--- config.mk ---
export PLATFORM = sky130hd
export DESIGN_NAME = tx_shift_slave
export DESIGN_NICKNAME = d
export VERILOG_FILES = /design/src/rtl/tx_shift_slave_pkg.sv /design/src/rtl/tx_shift_slave_sck_edge_det.sv /design/src/rtl/tx_shift_slave.sv
export SDC_FILE = /design/constraint.sdc
export NUM_CORES = 1
export LEC_CHECK = 0
export ABC_AREA = 0
export CORE_MARGIN = 3
export CORE_UTILIZATION = 40
export CTS_CLUSTER_SIZE = 30
export DETAILED_ROUTE_END_ITERATION = 8
export HOLD_SLACK_MARGIN = 0.15
export SLEW_MARGIN = 10
export SYNTH_ARGS = -nofsm -noshare
export SYNTH_HDL_FRONTEND = slang
export SYNTH_HIERARCHICAL = 1
export SYNTH_SLANG_ARGS = --single-unit
--- constraint.sdc ---
create_clock -name clk -period 1.8 [get_ports clk]
set_clock_uncertainty 0.1 [all_clocks]
set_input_delay 0.27 -clock clk [delete_from_list [all_inputs] [get_ports clk]]
set_output_delay 0.27 -clock clk [all_outputs]
set_load 0.01 [all_outputs]
--- src/rtl/tx_shift_slave_pkg.sv ---
// Shared definitions for the serial word source and its receiver FSM.
// Both ends must agree on the word width and the holding-register encodings.
package tx_shift_slave_pkg;

    // Default word width exponent: the word is 2^DATA_WIDTH_BASE bits wide.
    localparam int unsigned DATA_WIDTH_BASE_DEF = 5;

    // Holding-register occupancy.
    typedef enum logic {
        HOLD_EMPTY = 1'b0,
        HOLD_FULL  = 1'b1
    } hold_state_t;

    // Word width for a given width exponent.
    function automatic int unsigned word_width(input int unsigned base);
        return 32'(1) << base;
    endfunction

endpackage

--- src/rtl/tx_shift_slave_sck_edge_det.sv ---
// Rising-edge detector for the receiver's serial clock.
// Ports:
//   clk        - system clock, rising edge
//   rst        - asynchronous active-low reset
//   sck_rx     - serial clock level, already in the clk domain
//   sck_rise_c - combinational one-cycle pulse on a 0->1 transition of sck_rx
module tx_shift_slave_sck_edge_det (
    input  logic clk,
    input  logic rst,
    input  logic sck_rx,
    output logic sck_rise_c
);

    logic sck_q;

    // One-cycle delayed copy of sck_rx.
    always_ff @(posedge clk or negedge rst) begin
        if (!rst) begin
            sck_q <= 1'b0;
        end else begin
            sck_q <= sck_rx;
        end
    end

    // A level held high produces only this single pulse.
    assign sck_rise_c = sck_rx & ~sck_q;

endmodule

--- src/rtl/tx_shift_slave.sv ---
// Parallel-in/serial-out word source feeding the serial receiver FSM.
// A producer hands words over through a one-entry holding register; a
// latch-qualified sck_rx edge moves the held word into the shifter, and each
// following sck_rx edge presents the next bit, LSB first.
// Ports:
//   clk, rst    - system clock; asynchronous active-low reset
//   sck_rx      - serial clock level from the receiver
//   latch_flag  - qualifies an sck_rx edge as a load instead of a shift
//   data_rx     - serial bit presented to the receiver
//   tx_data     - parallel word from the producer
//   tx_valid    - tx_data is valid
//   tx_ready    - holding register empty; accept on tx_valid && tx_ready
//   busy        - shifter holds undelivered bits
//   word_sent   - one-cycle pulse when the last bit has been consumed
//   underrun    - one-cycle pulse when a load finds the holding register empty
module tx_shift_slave
    import tx_shift_slave_pkg::*;
#(
    parameter int unsigned DATA_WIDTH_BASE = DATA_WIDTH_BASE_DEF
) (
    input  logic                                clk,
    input  logic                                rst,
    input  logic                                sck_rx,
    input  logic                                latch_flag,
    output logic                                data_rx,
    input  logic [(1 << DATA_WIDTH_BASE)-1:0]   tx_data,
    input  logic                                tx_valid,
    output logic                                tx_ready,
    output logic                                busy,
    output logic                                word_sent,
    output logic                                underrun
);

    localparam int unsigned W = word_width(DATA_WIDTH_BASE);
    localparam logic [DATA_WIDTH_BASE-1:0] LAST_IDX = DATA_WIDTH_BASE'(W - 1);

    hold_state_t                state;
    logic [W-1:0]               holding;
    logic [W-1:0]               shifter;
    logic [DATA_WIDTH_BASE-1:0] bit_idx;

    logic sck_rise_c;
    logic load_c;
    logic shift_c;
    logic accept_c;

    tx_shift_slave_sck_edge_det u_sck_edge_det (
        .clk        (clk),
        .rst        (rst),
        .sck_rx     (sck_rx),
        .sck_rise_c (sck_rise_c)
    );

    // Edge classification: loads and shifts only happen on an sck_rx rise.
    assign load_c   = sck_rise_c &  latch_flag;
    assign shift_c  = sck_rise_c & ~latch_flag;
    assign accept_c = tx_valid & tx_ready;

    // Holding-register FSM; tx_ready is kept as a flop mirroring HOLD_EMPTY.
    always_ff @(posedge clk or negedge rst) begin
        if (!rst) begin
            state    <= HOLD_EMPTY;
            holding  <= '0;
            tx_ready <= 1'b1;
        end else begin
            case (state)
                HOLD_EMPTY: begin
                    // A same-cycle load found us empty; the word still lands here.
                    if (accept_c) begin
                        holding  <= tx_data;
                        state    <= HOLD_FULL;
                        tx_ready <= 1'b0;
                    end
                end
                HOLD_FULL: begin
                    if (load_c) begin
                        state    <= HOLD_EMPTY;
                        tx_ready <= 1'b1;
                    end
                end
                default: begin
                    state    <= HOLD_EMPTY;
                    tx_ready <= 1'b1;
                end
            endcase
        end
    end

    // Shifter, bit counter and serial output registers.
    always_ff @(posedge clk or negedge rst) begin
        if (!rst) begin
            shifter   <= '0;
            bit_idx   <= '0;
            busy      <= 1'b0;
            data_rx   <= 1'b0;
            word_sent <= 1'b0;
            underrun  <= 1'b0;
        end else begin
            word_sent <= 1'b0;
            underrun  <= 1'b0;
            if (load_c) begin
                // A load while busy simply restarts; the aborted word never reports.
                bit_idx <= '0;
                busy    <= 1'b1;
                if (state == HOLD_FULL) begin
                    shifter <= holding;
                    data_rx <= holding[0];
                end else begin
                    shifter  <= '0;
                    data_rx  <= 1'b0;
                    underrun <= 1'b1;
                end
            end else if (shift_c && busy) begin
                shifter <= {1'b0, shifter[W-1:1]};
                bit_idx <= bit_idx + DATA_WIDTH_BASE'(1);
                if (bit_idx == LAST_IDX) begin
                    // Final shift consumes the last bit; the line idles low.
                    busy      <= 1'b0;
                    word_sent <= 1'b1;
                    data_rx   <= 1'b0;
                end else begin
                    data_rx <= shifter[1];
                end
            end
        end
    end

endmodule

==> metrics.md <==
| Metric | Value |
|---|---|
| Status | finished, final reports clean |
| Worst slack at placement | -0.143 ns |
| Sequential cell area fraction in the yosys report | a little under three fifths |
| Slew @ Worst Pin | approximately 0.45 ns |
| Yosys cell types | 27 |
| Syn. warnings | 6 |
| Worst Setup EP | busy |
| CP Capture Type | output pin |
| Num CTS Buffers | 9 |
| Maximum vdd drop | a little over 0.4 mV |
| WL/cell | about 15 um |
| Gate Count Post-Synth | 292 |
| Die X | 96.7 um |
| Global-route wire length before repair | roughly 12 mm |
| Commonest non-fill, non-tap cells in the layout | dfrtp_1 (73), clkdlybuf4s50_1 (39), o21ai_0 (35) |
| Mapped Area | roughly 0.0033 mm^2 |
| Starting Density | approximately two fifths |
| Startpoint types | flip-flop |
| Internal reg-to-reg setup slack | 0.14 ns |
| Min-Delay Path Class | in2async |
| Routed Antenna Nets | 0 |
| Worst Slack Setup Final | 0.0799 ns |
| Achievable Freq | 581 MHz |
| Minimum clock period | between 1.5 and 2 ns |
| Layout area overhead | 24.6% |
| Clk pin slew, worst setup/hold paths | about 0.07 ns |
| Fin Hold WS | 0.316 ns |
| Period utilization | around 96% |
| Worst reg2reg endpoint | bit_idx[4] |
| Worst-path maximum fanout | 7 |
| Routed WL | 6.50 mm |
| Die Footprint | slightly above 0.009 mm^2 |
| Arrival time at the worst endpoint | about 1.4 ns |
| FP Rows | 32 |
| Synth area leader | dfrtp_1 |
| H-tree level count | 3 |
| Cell Area, Placed | 0.00391 mm^2 |
| Filler cells | ~740 |
| P_leak | 1.93 nW |
| Levels on crit path | 1 |
| # clock sinks | 75 |
| Io pins | 42 |
| WS Path Type | reg2out |
| Nets | ~380 |
| Pwr per Cell Area | 769 mW/mm^2 |
| Residual DRC | 0 |
| Die Y | 96.7 um |
| Final setup violation count | 0 |
| Vias in the first global route | 2426 |
| Max stage delay on crit path | 0.56 ns |
| Syn_nets | ~330 |
| GRT Total Usage | about 15% |
| Final number of hold-violating endpoints | 0 |
| Antenna fix cells | 0 |
| Worst Path Buf+Inv | 1 |
| Commonest non-fill, non-tap cell in the layout | dfrtp_1 |
| Grt total ovfl | 0 |
| R2R cell count | 6 |
| Vias | roughly 2300 |
| Root Buffer Master | clkbuf_8 |
| Initial antenna violation count | 0 |
| Syn avg cell area | between 10 and 15 um^2 |
| Max Cap Violations | 0 |
| Worst EP required | approximately 1.4 ns |
| Routability cong. | 0.834 |
| DP Cell Count | approximately 430 |
| Slowest cell on crit path | clkdlybuf4s50_1 |
| Detailed Place HPWL | about 4.4 mm |
| TritonCTS clock tree | done |
| Pin count of the biggest net entering global routing | 35 |
| Beginning of the critical path | busy |
| Yosys reg bits | 75 |
| Count of pins over their slew limit | 0 |
| RR Startpoint | bit_idx[1] |
| Relative slew slack | a little over two thirds |
| Most area-consuming cells after synthesis | dfrtp_1 (56%), mux2_2 (11%), and4_1 (8.0%) |
| Clk buf depth | 2 |
| RSZ-0062 raised after global routing | false |
| Worst-Skew Late Latency | around 0.34 ns |
| Top delay family on crit path | buffers and inverters |
| Post-synth top area share | between 50% and 60% |
| Number of setup buffers added after CTS | 0 |
| Vias per inst | just over 5 |
| Fin cells | between 400 and 500 |
| DRT Pass-1 Iters | 4 |
| Worst path cell trace | clkdlybuf4s50_1 |
| Layout cell share with drive strength beyond 1 | approximately a fifth |
| Setup_tns | 0 ns |
| Final Instance Area | ~0.0041 mm^2 |
| Area of the core | ~0.008 mm^2 |
| Port bufs | between 40 and 50 |
| Starting DRT DRC Count | 75 |
## metal layers
layer	share of wire (%)	global-route usage (%)	up-vias
met5	0	0	-
met4	1.3	4.86	0
met3	2.8	3.97	6
met2	50	24.8	29
met1	46	20.0	1138
li1	-	-	1153
## what timing repair did
action                                  in CTS  in global routing
hold endpoints to repair                    56                  0
gates resized for setup                      2                  0
endpoints found under the setup margin       2                  0
hold buffers                                 1                  0
## where the power goes
group          internal, mW  leakage (nW)  switching [mW]
Combinational         0.119         0.805           0.114
Clock                 0.630        0.0902           0.567
Sequential             1.70          1.03          0.0170
Total                  2.45          1.93           0.698
## how the worst min path moves through the flow
stage,to,depth (start not counted)
floorplan,bit_idx[0],0
global placement,underrun,1
detailed placement,underrun,1
CTS,u_sck_edge_det/sck_q,1
global route,u_sck_edge_det/sck_q,1
finish,underrun,2
## area by class of cell
cell class / count / area, um^2 / share of cell area (%)
Sequential cell: 75 / 1880 / 45.8
Inverter: 4 / 15.0 / 0.366
Timing Repair Buffer: 63 / 599 / 14.6
Multi-Input combinational cell: 189 / 1300 / 31.8
Clock buffer: 12 / 135 / 3.30
Clock inverter: 3 / 40.0 / 0.977
Tap cell: 102 / 128 / 3.11
## stage by stage
| stage | total power [mW] | util (%) |
|---|---|---|
| global route | 3.30 | 52.2 |
| floorplan | 1.83 | - |
| global placement | 1.99 | 49.9 |
| finish | 3.15 | 52.2 |
| CTS | 3.19 | 52.2 |
| detailed placement | 1.99 | 49.9 |
## Yosys cell counts
| library cell | count |
|---|---|
| and2_1 | 1 |
| dfstp_2 | 1 |
| or3_1 | 1 |
| clkbuf_1 | 14 |
| nor2b_4 | 1 |
| nand2b_1 | 1 |
| o21ai_0 | 35 |
| and4_1 | 30 |
| o21a_1 | 1 |
| dfrtp_1 | 74 |
| a22o_1 | 1 |
| ha_1 | 2 |
| o21ai_2 | 1 |
| nor2_1 | 1 |
| nand4_1 | 1 |
| inv_1 | 4 |
| nand3b_4 | 1 |
| buf_2 | 10 |
| nand3_1 | 1 |
| nor3b_1 | 1 |
| o22ai_1 | 3 |
| mux2_1 | 3 |
| a21oi_1 | 34 |
| and3_1 | 4 |
| nand3b_1 | 1 |
| nand2_1 | 34 |
| mux2_2 | 31 |
## flip-flops by register name, summed over array words and instances, names as in the netlist
signal / flops
tx_ready: 1
underrun: 1
state: 1
data_rx: 1
holding: 32
shifter: 31
busy: 1
bit_idx: 5
word_sent: 1
u_sck_edge_det/sck_q: 1
## cells by family after synthesis
family          Yosys count  share of synthesized area [%]
fa+ha+maj                 2                          0.760
flops                    75                           57.1
buf+inv                  28                           3.57
compound gates           75                           11.8
simple gates             78                           15.1
mux                      34                           11.6
Power figures use the tool's default switching activity.
